**config.mk**
```make
export PLATFORM = sky130hd
export DESIGN_NAME = lcd_bus_scheduler
export DESIGN_NICKNAME = d
export VERILOG_FILES = /design/src/rtl/lcd_pkg.sv /design/src/rtl/lcd_rr_arbiter2.sv /design/src/rtl/lcd_bus_scheduler.sv
export SDC_FILE = /design/constraint.sdc
export NUM_CORES = 1
export LEC_CHECK = 0
export BUFFER_PORTS_ARGS = -buffer_cell sky130_fd_sc_hd__buf_2
export CAP_MARGIN = 15
export CELL_PAD_IN_SITES_DETAIL_PLACEMENT = 0
export CELL_PAD_IN_SITES_GLOBAL_PLACEMENT = 1
export CORE_ASPECT_RATIO = 0.6
export CORE_MARGIN = 3
export CORE_UTILIZATION = 30
export CTS_BUF_LIST = sky130_fd_sc_hd__clkbuf_4
export DETAILED_ROUTE_END_ITERATION = 12
export GPL_TIMING_DRIVEN = 0
export PLACE_DENSITY = 0.61
export SETUP_SLACK_MARGIN = 0.05
export SKIP_LAST_GASP = 1
export SYNTH_ARGS = -nofsm -noshare
export SYNTH_HDL_FRONTEND = slang
export SYNTH_SLANG_ARGS = --single-unit
```
**constraint.sdc**
```tcl
create_clock -name clk -period 2.4 [get_ports clk]
set_input_delay 0.12 -clock clk [delete_from_list [all_inputs] [get_ports clk]]
set_output_delay 0.12 -clock clk [all_outputs]
set_load 0.02 [all_outputs]
```
**src/rtl/lcd_pkg.sv**
```systemverilog
// Shared types, default timing constants and command classification for the LCD bus scheduler.
package lcd_pkg;

  typedef enum logic [2:0] {
    IDLE,
    SETUP,
    PULSE,
    HOLD,
    EXEC,
    POLL
  } state_t;

  localparam int T_SETUP_DEF     = 2;
  localparam int T_EN_HIGH_DEF   = 12;
  localparam int T_HOLD_DEF      = 2;
  localparam int T_EXEC_DEF      = 2000;
  localparam int T_EXEC_LONG_DEF = 82000;
  localparam int CNT_W_DEF       = 17;

  // Clear display (0x01) and return home (0x02/0x03) need the long execution wait.
  function automatic logic is_long_cmd(input logic rs, input logic [7:0] data);
    return !rs && (data[7:2] == 6'd0) && (data[1:0] != 2'd0);
  endfunction

endpackage

```
**src/rtl/lcd_rr_arbiter2.sv**
```systemverilog
// Two-way round-robin pick between LCD bus requesters; purely combinational.
module lcd_rr_arbiter2 (
  input  logic [1:0] req,
  input  logic [1:0] ack,
  input  logic       last,
  output logic       valid,
  output logic       pick
);

  logic [1:0] elig;

  // A requester being acked this cycle is not eligible, so it cannot be regranted immediately.
  assign elig  = req & ~ack;
  assign valid = |elig;

  always_comb begin
    // NOTE: every always_comb output gets a default first so no path leaves it unassigned (no latch).
    pick = last;
    case (elig)
      2'b01:   pick = 1'b0;
      2'b10:   pick = 1'b1;
      2'b11:   pick = ~last;
      default: pick = last;
    endcase
  end

endmodule

```
**src/rtl/lcd_bus_scheduler.sv**
```systemverilog
// Arbitrates two byte-write clients onto one HD44780 bus and generates the E-strobe timing.
// Optional feature macro LCD_BUSY_POLL_EN: replace the fixed EXEC wait with busy-flag polling.
module lcd_bus_scheduler
  import lcd_pkg::*;
#(
  parameter int T_SETUP     = T_SETUP_DEF,
  parameter int T_EN_HIGH   = T_EN_HIGH_DEF,
  parameter int T_HOLD      = T_HOLD_DEF,
  parameter int T_EXEC      = T_EXEC_DEF,
  parameter int T_EXEC_LONG = T_EXEC_LONG_DEF,
  parameter int CNT_W       = CNT_W_DEF
) (
  input  logic       clk,
  input  logic       rst,
  input  logic       req0,
  input  logic       req1,
  input  logic       rs0,
  input  logic       rs1,
  input  logic [7:0] data0,
  input  logic [7:0] data1,
  output logic       ack0,
  output logic       ack1,
  output logic       busy,
  output logic       grant_id,
  output logic       lcd_e,
  output logic       lcd_rs,
`ifdef LCD_BUSY_POLL_EN
  output logic       lcd_rw,
  output logic       lcd_db_oe,
  input  logic [7:0] lcd_db_in,
`endif
  output logic [7:0] lcd_db
);

  localparam logic [CNT_W-1:0] LD_SETUP     = CNT_W'(T_SETUP - 1);
  localparam logic [CNT_W-1:0] LD_EN        = CNT_W'(T_EN_HIGH - 1);
  localparam logic [CNT_W-1:0] LD_HOLD      = CNT_W'(T_HOLD - 1);
  localparam logic [CNT_W-1:0] LD_EXEC      = CNT_W'(T_EXEC - 1);
  localparam logic [CNT_W-1:0] LD_EXEC_LONG = CNT_W'(T_EXEC_LONG - 1);

  state_t           state_q, state_d;
  logic [CNT_W-1:0] cnt_q, cnt_d;
  logic             e_q, e_d;
  logic             rs_q, rs_d;
  logic [7:0]       db_q, db_d;
  logic [1:0]       ack_q, ack_d;
  logic             gid_q, gid_d;
  logic             busy_q, busy_d;
  logic             cnt_last;
  logic             arb_valid, arb_pick;

`ifdef LCD_BUSY_POLL_EN
  logic             rd_q, rd_d;
  logic             stat_q, stat_d;
  logic [CNT_W-1:0] pcnt_q, pcnt_d;
  logic             rw_q, rw_d;
  logic             oe_q, oe_d;
`else
  logic             long_q, long_d;
`endif

  lcd_rr_arbiter2 u_arb (
    .req   ({req1, req0}),
    .ack   (ack_q),
    .last  (gid_q),
    .valid (arb_valid),
    .pick  (arb_pick)
  );

  assign cnt_last = (cnt_q == '0);

  always_comb begin
    state_d = state_q;
    cnt_d   = cnt_q;
    e_d     = e_q;
    rs_d    = rs_q;
    db_d    = db_q;
    gid_d   = gid_q;
    ack_d   = 2'b00;
`ifdef LCD_BUSY_POLL_EN
    rd_d    = rd_q;
    stat_d  = stat_q;
    pcnt_d  = rd_q ? pcnt_q + 1'b1 : '0;
    rw_d    = rw_q;
    oe_d    = oe_q;
`else
    long_d  = long_q;
`endif

    case (state_q)
      IDLE: begin
        if (arb_valid) begin
          gid_d   = arb_pick;
          rs_d    = arb_pick ? rs1 : rs0;
          db_d    = arb_pick ? data1 : data0;
`ifndef LCD_BUSY_POLL_EN
          long_d  = is_long_cmd(rs_d, db_d);
`endif
          cnt_d   = LD_SETUP;
          state_d = SETUP;
        end
      end
      // POLL is the address-setup phase of a busy-flag read; same timing as a write setup.
      SETUP, POLL: begin
        if (cnt_last) begin
          state_d = PULSE;
          e_d     = 1'b1;
          cnt_d   = LD_EN;
        end else begin
          cnt_d = cnt_q - 1'b1;
        end
      end
      PULSE: begin
        if (cnt_last) begin
          state_d = HOLD;
          e_d     = 1'b0;
          cnt_d   = LD_HOLD;
`ifdef LCD_BUSY_POLL_EN
          if (rd_q) stat_d = lcd_db_in[7];
`endif
        end else begin
          cnt_d = cnt_q - 1'b1;
        end
      end
      HOLD: begin
        if (cnt_last) begin
`ifdef LCD_BUSY_POLL_EN
          if (!rd_q || stat_q) begin
            state_d = POLL;
            cnt_d   = LD_SETUP;
            rd_d    = 1'b1;
            rw_d    = 1'b1;
            rs_d    = 1'b0;
            oe_d    = 1'b0;
          end else begin
            state_d      = IDLE;
            rd_d         = 1'b0;
            rw_d         = 1'b0;
            oe_d         = 1'b1;
            ack_d[gid_q] = 1'b1;
          end
`else
          state_d = EXEC;
          cnt_d   = long_q ? LD_EXEC_LONG : LD_EXEC;
`endif
        end else begin
          cnt_d = cnt_q - 1'b1;
        end
      end
      EXEC: begin
        if (cnt_last) begin
          state_d      = IDLE;
          ack_d[gid_q] = 1'b1;
        end else begin
          cnt_d = cnt_q - 1'b1;
        end
      end
      default: state_d = IDLE;
    endcase

`ifdef LCD_BUSY_POLL_EN
    // Timeout: a controller that never clears its busy flag is treated as ready.
    if (rd_q && (pcnt_q == LD_EXEC_LONG)) begin
      state_d      = IDLE;
      e_d          = 1'b0;
      rd_d         = 1'b0;
      rw_d         = 1'b0;
      oe_d         = 1'b1;
      ack_d        = 2'b00;
      ack_d[gid_q] = 1'b1;
    end
`endif

    busy_d = (state_d != IDLE);
  end

  // NOTE: sequential state uses non-blocking assignments so every register samples pre-edge values.
  always_ff @(posedge clk or negedge rst) begin
    if (!rst) begin
      state_q <= IDLE;
      cnt_q   <= '0;
      e_q     <= 1'b0;
      rs_q    <= 1'b0;
      db_q    <= 8'h00;
      ack_q   <= 2'b00;
      gid_q   <= 1'b1;
      busy_q  <= 1'b0;
`ifdef LCD_BUSY_POLL_EN
      rd_q    <= 1'b0;
      stat_q  <= 1'b0;
      pcnt_q  <= '0;
      rw_q    <= 1'b0;
      oe_q    <= 1'b1;
`else
      long_q  <= 1'b0;
`endif
    end else begin
      state_q <= state_d;
      cnt_q   <= cnt_d;
      e_q     <= e_d;
      rs_q    <= rs_d;
      db_q    <= db_d;
      ack_q   <= ack_d;
      gid_q   <= gid_d;
      busy_q  <= busy_d;
`ifdef LCD_BUSY_POLL_EN
      rd_q    <= rd_d;
      stat_q  <= stat_d;
      pcnt_q  <= pcnt_d;
      rw_q    <= rw_d;
      oe_q    <= oe_d;
`else
      long_q  <= long_d;
`endif
    end
  end

  assign ack0     = ack_q[0];
  assign ack1     = ack_q[1];
  assign busy     = busy_q;
  assign grant_id = gid_q;
  assign lcd_e    = e_q;
  assign lcd_rs   = rs_q;
  assign lcd_db   = db_q;
`ifdef LCD_BUSY_POLL_EN
  assign lcd_rw    = rw_q;
  assign lcd_db_oe = oe_q;
`endif

endmodule

```
==> impl_results.md <==
* Worst Clk Skew at around 0.007 ns
* Global Route met1 Usage at approximately a quarter
* Average wire length per cell after detail routing at ~16 um
* Flop and latch count out of synthesis at 35
* Worst slew pin tran at roughly 0.80 ns
* Maximum frequency from static timing analysis at around 450 MHz
* Post-Synthesis Cells at about 210
* Placer congestion estimate at a little under 0.8
* Proportion of synthesized chip area in sequential cells at 43.9%
* Most common cell after layout, fill and taps aside: sky130_fd_sc_hd__buf_2
* Most frequently used flop master after synthesis: sky130_fd_sc_hd__dfrtp_1
* Root buffer cell: sky130_fd_sc_hd__clkbuf_4
* Combined area of all synthesized cells at between 1500 and 2000 um2
* Total Routing Usage GR at 14.8%
* Type of the worst setup path: flip-flop to flip-flop
* Highest-utilization routing layer at the global route stage: met1
* Launch point of the critical path: cnt_q[0]
* Distinct cell type count after synthesis at 52
* Total clock buffers created by CTS at 5
* Total Negative Setup Slacks at 0 ns
* Number of slew-limit violations in the final report at 0
* Pwr/cell area at approximately 1100 nW/um2
* Antenna Nets Post-Route at 0
* Clock-pin slew on the worst setup and hold paths at 0.11 ns
* Setup WS pre-CTS at -0.157 ns
* Initial detailed-routing violation count at 99
* DR pass1 iterations at 4
* Mean instance size in the synthesized netlist at approximately 9.4 um2
* Total congestion overflow at 0
* Final HPWL from detailed placement at a little over 4000 um
* Initial Util at between 30% and 40%
* Endpoints failing hold at 0
* Final #Nets at between 200 and 300
* CTS HTree Levels at 2
* Run status: complete, no violations
* Buffers added on ports at 35
* Final setup violation count at 0
* Highest ir drop seen on vdd at between 0.0004 and 0.0005 V
* Startpoint type of the worst setup path: flip-flop
* Commonest cells after routing, fill and taps aside: 39 x sky130_fd_sc_hd__buf_2, 33 x sky130_fd_sc_hd__dfrtp_1, 26 x sky130_fd_sc_hd__o21ai_0
* Type of the tightest min-delay check: primary input to flip-flop
* Largest net degree at the start of global routing at 36
* DRC violation count after routing at 0
* Share of flip-flops with an asynchronous set or reset after synthesis at 100%
* Clock Tree Buf Depth at 2
* Hold Path Origin: data1[1]
* Horizontal die dimension at 111 um
* Clock period minus final worst setup slack at about 2.2 ns
* Initial antenna violation count at 0
* Diode count at 0
* WL final at around 5600 um
* Share of the clock period used by the worst path after layout at 92.8%
* DR vias at between 1,500 and 2,000
* First-pass GRT wire length at 9100 um
* Launch point of the worst reg-to-reg path: cnt_q[0]
* Clock latency on the worst-skew pair at about 0.34 ns
* Crit path arrival time at about 2.5 ns
* Relative slew slack at 46.6%
* GR Layer Usage met2 at about 17%
* RSZ-0062 raised after global routing: no
* Vertical die dimension at between 60 and 70 um
* Min setup slack post-route at between 0.15 and 0.2 ns
* Yosys warning total at 0
* Area inside the core boundary at around 6300 um2
* Sort of element at the end of the critical path: flip-flop
* Layout cell share with drive strength beyond 1 at about 29%
* Via count of the first global-routing pass at ~1,600
* Worst-path maximum fanout at 5
* Required arrival time at the worst endpoint at around 2.6 ns
* GR Util met3 at 3.49%
* TritonCTS Sinks at 35
* CTS tree: done
* Synthesis-to-finish area growth at 21.4%
* Count of max-cap constraint violations at 0
* Leakage power total at about 0.0011 uW
* Num ports at 36
* EDFF count, synth at 0
* Die ar. at 7700 um2
* Number of nets in the synthesized netlist at ~240
* Number of vias per cell at slightly above 5
* Number of rows created at floorplan at 22
-- repair_timing --
| item | CTS | global route |
|---|---|---|
| setup buffers | 4 | 3 |
| resized for setup | 4 | 5 |
| hold buffers | 1 | 0 |
| pin swaps | 2 | 5 |
| endpoints found under the setup margin | 10 | 18 |
| cloned | 1 | 0 |
| hold endpoints to repair | 34 | 0 |
-- area by class of cell --
cell class,instances,area (um2)
repair buffers,44,245
well taps,84,105
multi-input cells,161,1050
fillers,643,3850
clock inverters,2,8.76
clock buffers,6,45.0
flip-flops and latches,35,878
inverters,8,30.0
plain buffers,9,61.3
-- state kept, by name (all words and copies together) (netlist names) --
signal / cells
lcd_rs: 1
cnt_q: 17
grant_id: 1
busy: 1
state_q: 3
lcd_db: 8
lcd_e: 1
ack_q: 2
long_q: 1
-- where the power goes --
part	leakage [uW]	total [uW]	internal, uW	switching, uW
combinational	0.000632	1280	522	756
sequential	0.000442	986	807	179
clock	0.0000331	324	121	203
total	0.00111	2590	1450	1140
-- cell usage after synthesis (all sizes together) (3+ instances only) --
cell,count,area [um2]
a21oi,9,45.0
a22oi,3,27.5
a31oi,3,18.8
buf,7,53.8
dfrtp,34,851
inv,8,30.0
mux2i,12,120
nand2,21,88.8
nand2b,4,25.0
nand3,10,50.1
nand4b,3,26.3
nor2,13,51.3
nor2b,4,25.0
nor3,6,30.0
nor4,7,65.1
o21ai,30,150
o31ai,4,30.0
or3,3,18.8
or4,4,41.3
-- metal layers --
metal | routed length, um | share of wire [%]
met2 | 2040 | 37
met5 | 0 | 0
met3 | 274 | 4.9
met1 | 3220 | 58
met4 | 40 | 0.72
-- per-stage QoR --
stage	cells	total power [uW]	instance area (um2)	hold WS [ns]	utilization (%)
CTS	346	2560	2380	0.0937	38.0
finish	349	2590	2420	0.0938	38.6
floorplan	213	1830	2000	-0.176	-
detailed placement	332	2180	2280	0.258	36.3
global placement	332	2180	2280	0.264	36.3
global route	349	2810	2420	0.105	38.6
-- final timing paths --
path                        endpoint  slack, ns  depth (start not counted)
max in group asynchronous   cnt_q[0]       1.45                          2
max                        cnt_q[11]       0.17                          8
min in group asynchronous   ack_q[0]       0.39                          2
min                        lcd_db[1]       0.09                          3
min reg2reg                cnt_q[12]       0.48                          1
max reg2reg                cnt_q[11]       0.17                          8
-- kinds of logic (layout without fill, tap and decap cells) --
family,count (synthesis),in the layout,synth area share (%)
and+or+nand+nor,83,83,24.4
AOI/OAI and AO/OA,65,65,20.4
DFF,35,35,44.0
buffers and inverters,17,69,4.58
muxes,12,12,6.02
adders and majority gates,1,1,0.627
-- worst max-delay path, cell delays in order (launching register included) --
cell and delay [ns]:
sky130_fd_sc_hd__dfrtp_2 0.43, sky130_fd_sc_hd__inv_2 0.08, sky130_fd_sc_hd__ha_4 0.14, sky130_fd_sc_hd__or4b_4 0.50, sky130_fd_sc_hd__nor4_4 0.33, sky130_fd_sc_hd__buf_6 0.18, sky130_fd_sc_hd__nor2_1 0.08, sky130_fd_sc_hd__o21ai_2 0.26
sky130_fd_sc_hd__o31ai_1 0.12
Note: power is estimated with default switching activity, not from simulation.
